`src/rtl/regfile_sb.sv`:
```
// regfile_sb: NREG x XLEN register file with zero-latency reads and one write
// port. A per-register scoreboard (pending) bit is set on issue and cleared
// when the register is written. A small FSM bulk-clears registers and
// scoreboard bits, one index per cycle.
// Optional feature: define RF_BYPASS_EN to forward an accepted write to
// both read ports within the same cycle.
module regfile_sb #(
  parameter int XLEN = 32,
  parameter int NREG = 32,
  localparam int AW = $clog2(NREG)
) (
  input  logic            clk,
  input  logic            rst_n,
  input  logic [AW-1:0]   A1,
  input  logic [AW-1:0]   A2,
  output logic [XLEN-1:0] RD1,
  output logic [XLEN-1:0] RD2,
  input  logic            WE,
  input  logic [AW-1:0]   A3,
  input  logic [XLEN-1:0] WD3,
  input  logic            SB_SET,
  input  logic [AW-1:0]   SB_A,
  output logic            BUSY1,
  output logic            BUSY2,
  input  logic            CLR_REQ,
  output logic            CLR_BUSY,
  output logic            CLR_DONE
);

  typedef enum logic [1:0] {
    IDLE  = 2'd0,
    CLEAR = 2'd1,
    DONE  = 2'd2
  } state_t;

  localparam logic [AW-1:0] IDX_FIRST = AW'(1);
  localparam logic [AW-1:0] IDX_LAST  = AW'(NREG - 1);

  state_t            state;
  state_t            state_nx;
  logic [AW-1:0]     idx;
  logic [AW-1:0]     idx_nx;

  logic [XLEN-1:0]   regs [NREG];
  logic [NREG-1:0]   pending;

  logic              wr_ok;
  logic              set_ok;
  logic              clr_step;

  // Writes and scoreboard marks are locked out while the clear sequence runs
  // so a partially cleared array never gets stale data re-injected.
  assign CLR_BUSY = (state != IDLE);
  assign CLR_DONE = (state == DONE);
  assign clr_step = (state == CLEAR);
  assign wr_ok    = WE && (A3 != '0) && !CLR_BUSY;
  assign set_ok   = SB_SET && (SB_A != '0) && !CLR_BUSY;

  // Clear FSM state and index register.
  always_ff @(posedge clk or negedge rst_n) begin
    if (!rst_n) begin
      state <= IDLE;
      idx   <= IDX_FIRST;
    end else begin
      state <= state_nx;
      idx   <= idx_nx;
    end
  end

  // Clear FSM next state: walk idx from 1 to NREG-1, then one DONE cycle.
  always_comb begin
    state_nx = state;
    idx_nx   = idx;
    case (state)
      IDLE: begin
        idx_nx = IDX_FIRST;
        if (CLR_REQ) begin
          state_nx = CLEAR;
        end
      end
      CLEAR: begin
        idx_nx = idx + AW'(1);
        if (idx == IDX_LAST) begin
          state_nx = DONE;
        end
      end
      DONE: begin
        state_nx = IDLE;
        idx_nx   = IDX_FIRST;
      end
      default: begin
        state_nx = IDLE;
        idx_nx   = IDX_FIRST;
      end
    endcase
  end

  // Register array: bulk-clear step has priority, entry 0 is never written.
  always_ff @(posedge clk or negedge rst_n) begin
    if (!rst_n) begin
      for (int i = 0; i < NREG; i++) begin
        regs[i] <= '0;
      end
    end else if (clr_step) begin
      regs[idx] <= '0;
    end else if (wr_ok) begin
      regs[A3] <= WD3;
    end
  end

  // Scoreboard: clear step first, then a new mark beats a same-cycle write.
  always_ff @(posedge clk or negedge rst_n) begin
    if (!rst_n) begin
      pending <= '0;
    end else begin
      pending[0] <= 1'b0;
      for (int i = 1; i < NREG; i++) begin
        if (clr_step && (idx == AW'(i))) begin
          pending[i] <= 1'b0;
        end else if (set_ok && (SB_A == AW'(i))) begin
          pending[i] <= 1'b1;
        end else if (wr_ok && (A3 == AW'(i))) begin
          pending[i] <= 1'b0;
        end
      end
    end
  end

`ifdef RF_BYPASS_EN
  logic fwd1;
  logic fwd2;

  assign fwd1 = wr_ok && (A3 == A1);
  assign fwd2 = wr_ok && (A3 == A2);

  // Read ports with same-cycle forwarding of the accepted write.
  always_comb begin
    RD1   = (A1 == '0) ? '0 : regs[A1];
    RD2   = (A2 == '0) ? '0 : regs[A2];
    BUSY1 = pending[A1];
    BUSY2 = pending[A2];
    if (fwd1) begin
      RD1   = WD3;
      BUSY1 = 1'b0;
    end
    if (fwd2) begin
      RD2   = WD3;
      BUSY2 = 1'b0;
    end
  end
`else
  // Read ports: current array contents; a write becomes visible after the edge.
  always_comb begin
    RD1   = (A1 == '0) ? '0 : regs[A1];
    RD2   = (A2 == '0) ? '0 : regs[A2];
    BUSY1 = pending[A1];
    BUSY2 = pending[A2];
  end
`endif

endmodule

```
`config.mk`:
```
export PLATFORM = sky130hd
export DESIGN_NAME = regfile_sb
export DESIGN_NICKNAME = d
export VERILOG_FILES = /design/src/rtl/regfile_sb.sv
export SDC_FILE = /design/constraint.sdc
export NUM_CORES = 2
export LEC_CHECK = 0
export ABC_CLOCK_PERIOD_IN_PS = 2200
export BUFFER_PORTS_ARGS = -buffer_cell sky130_fd_sc_hd__buf_2
export CORE_MARGIN = 4
export CORE_UTILIZATION = 48
export DETAILED_ROUTE_END_ITERATION = 16
export GPL_TIMING_DRIVEN = 0
export PLACE_DENSITY = 0.66
export SLEW_MARGIN = 20
export SYNTH_ARGS = -nofsm -noshare
export SYNTH_HDL_FRONTEND = slang
export SYNTH_SLANG_ARGS = --single-unit
```
`constraint.sdc`:
```
create_clock -name clk -period 2.2 [get_ports clk]
set_input_delay 0.33 -clock clk [delete_from_list [all_inputs] [get_ports clk]]
set_output_delay 0.33 -clock clk [all_outputs]
set_load 0.03 [all_outputs]
```
==> results.md <==
* Outcome: finished with violations
* Failing checks: negative hold slack, max-capacitance violations, max-slew violations, negative setup slack
* First-pass GRT wire length at 482,000 um
* Largest net degree at the start of global routing at 128
* Core Box Area at 130,000 sq um
* Worst Tran Pin Value at 1510 ps
* RR Endpoint: regs[933]
* Uppermost layer routed: met5
* PD cells at 852 nW/um^2
* Most frequent cells in the layout: dfrtp_1, nor2_1, mux4_2, a311oi_1, nor3_2
* Area of the die at 137,000 sq um
* Cell count after synthesis at 6,081
* Leak Pwr at 35.7 nW
* Critical Path Fanout Max at 11
* # fillers at 9,321
* Antenna viol nets, final at 0
* Post-layout total power at 76.1 mW
* Reg clk slew, reported paths at 60 ps
* Critical path class: primary input to output pin
* Port buffer count at 118
* Layout cells sized above 1 at 0.491
* Total track usage at 0.505
* Non-filler instance count after layout at 8,544
* H-tree levels at 4
* Setup crit end kind: output pin
* Clock buffer depth at 3
* Detailed placement HPWL at 256,000 um
* Mapped Area at 62,900 sq um
* CP Buf/Inv Count at 5
* Initial antenna violation count at 29
* Die H at 370 um
* Clock root cell: clkbuf_16
* GPL Wtd Cong at 1.09
* CP startpoint kind: primary input
* Final core occ at 0.688
* CP max stage cell: a211oi_4
* Vias at 66,400
* Setup-failing EPs final at 873
* Yosys reg bits at 1,062
* Distinct cells, synth at 62
* RSZ-0062 raised after global routing: yes
* Most common cell after layout, fill and taps aside: dfrtp_1
* Worst-Skew Late Latency at 840 ps
* Met1 WL at 117,000 um
* Iter 0 DRT Violations at 10,500
* Metal2 WL at 151,000 um
* Max_slew headroom at -0.00751
* Routed len/inst at 43.2 um
* Reg2Reg Depth at 12
* Ys flop type: dfrtp_1
* Worst Path Arrival at 2840 ps
* Internal reg-to-reg setup slack at -460 ps
* TritonCTS Buffers at 130
* Met3 routed WL at 59,800 um
* Minimum clock period at 3170 ps
* Max incr delay on CP at 550 ps
* Initial Utilization at 0.485
* Final hold viol count at 124
* Clk_skew at 29.4 ps
* Via density at 7.78
* Final WS setup at -967 ps
* Row count at 132
* Die Width at 370 um
* Number of synthesized flops with an enable pin at 0
* Final net count at 6,737
* DRC at 0
* Fmax at 0.316 GHz
* RR Startpoint: state[0]
* Max rail drop VDD at 0.894 mV
* 1st-pass router iterations at 10
* CTS tree: done
* Max Cap Viol at 1
* Avg Inst Size Synth at 10.3 sq um
* Final hold slack at -507 ps
* Top Ports at 125
* Clk sinks at 1,062
* CP delay by family, top: buffers and inverters
* Period Utilization, post-route at 1.44
* Seq/Total Area, Yosys at 0.422
* Crit. Startpoint: A2[1]
* Setup tns final at -210,480 ps
* Synth async-reset ratio at 1.00
* Crit path required time at 1870 ps
* Critical-path cell list: buf_6 -> buf_8 -> buf_8 -> buf_4 -> mux4_2 -> a211oi_4 -> a311oi_4 -> buf_6
* Number of global-route vias before repair at 63,300
* Synth Warn # at 0
* DRT Wirelength at 369,000 um
* Slew Viols, Final at 11
* Area grow syn2layout at 41.9%
* Worst Hold Class: primary input to async pin
* Grt ovf at 0
* Placed Cells at 7,958
* Post-CTS Hold Buffers at 35
* Mapped Nets at 6,144
==> layout make-up <==
class / count / area (sq um) / share of cell area
Antenna cell: 31 / 77.6 / 0.000869
Clock buffer: 175 / 3780 / 0.0423
Inverter: 17 / 63.8 / 0.000715
Clock inverter: 54 / 634 / 0.00711
Multi-Input combinational cell: 4171 / 43500 / 0.488
Buffer: 804 / 6340 / 0.0710
Tap cell: 1742 / 2180 / 0.0244
Timing Repair Buffer: 488 / 6060 / 0.0678
Sequential cell: 1062 / 26600 / 0.298
==> sequential cells by signal, summed over array words and instances (netlist names) <==
register / flops
state: 2
pending: 31
idx: 5
regs: 1024
==> timing repair <==
action / in CTS / in global routing
pin swaps: 287 / 507
endpoints found under the setup margin: 1120 / 1103
buffers inserted: 147 / 123
endpoints found under the hold margin: 162 / 124
cloned: 22 / 43
resized for setup: 1508 / 2028
==> cell families (layout without fill, tap and decap cells) <==
logic type / Yosys count / in the layout / share of synthesized area
flip-flops: 1062 / 1062 / 0.422
adder cells (fa/ha/maj): 6 / 6 / 0.00119
AND/OR/NAND/NOR: 2417 / 2417 / 0.186
other: 0 / 31 / 0
XOR/XNOR: 2 / 2 / 0.000278
AO/OA/AOI/OAI: 1083 / 1083 / 0.133
buffers and inverters: 848 / 1538 / 0.0568
multiplexers: 663 / 663 / 0.199
==> worst max path at each step <==
stage | end | depth (start not counted)
floorplan | RD1[10] | 7
global placement | regs[252] | 1
detailed placement | RD2[13] | 8
CTS | BUSY2 | 4
global route | RD2[13] | 4
finish | RD2[19] | 8
==> report_power, final <==
group	switching (mW)	internal, mW
clock network	9.85	13.3
registers	3.49	22.9
logic	16.5	10.0
==> worst register-to-register path, delay by kind of cell (launching register included) <==
kind / cells / cell delay (ps)
buffers and inverters: 8 / 1220
AND/OR/NAND/NOR: 3 / 850
AO/OA/AOI/OAI: 1 / 80
flip-flops: 1 / 400
==> synth_stat cells, types with 15 or more instances <==
library cell	instances	area, sq um
a211oi_1	132	991
a211oi_2	28	350
a21oi_1	134	671
a221oi_1	47	412
a22o_1	64	561
a22oi_1	73	548
a311oi_1	384	3360
and2_1	38	238
and3_1	15	93.8
buf_1	46	173
buf_2	218	1090
clkbuf_1	548	2060
dfrtp_1	1061	26600
inv_1	15	56.3
mux2_2	66	743
mux2i_1	131	1310
mux4_2	466	10500
nand2_1	221	830
nand3_1	271	1360
nor2_1	867	3250
nor2b_1	80	500
nor3_1	475	2380
nor4_1	355	2220
o2111ai_1	17	149
o211a_1	32	320
o211ai_1	32	240
o21ai_0	117	586
or4_1	34	255
==> metrics by stage <==
stage,area (sq um),setup WS [ps]
after global routing,89200,-904
after detailed placement,67800,-1960
final,89300,-967
after global placement,67300,-23790
after CTS,80100,-853
after floorplan,64500,-26.2
==> per-layer routing <==
layer	track usage	vias to the layer above
li1	-	24600
met1	0.582	33100
met2	0.705	6430
met3	0.262	2266
met4	0.393	30
met5	0.0182	-
Note: power is estimated with default switching activity, not from simulation.
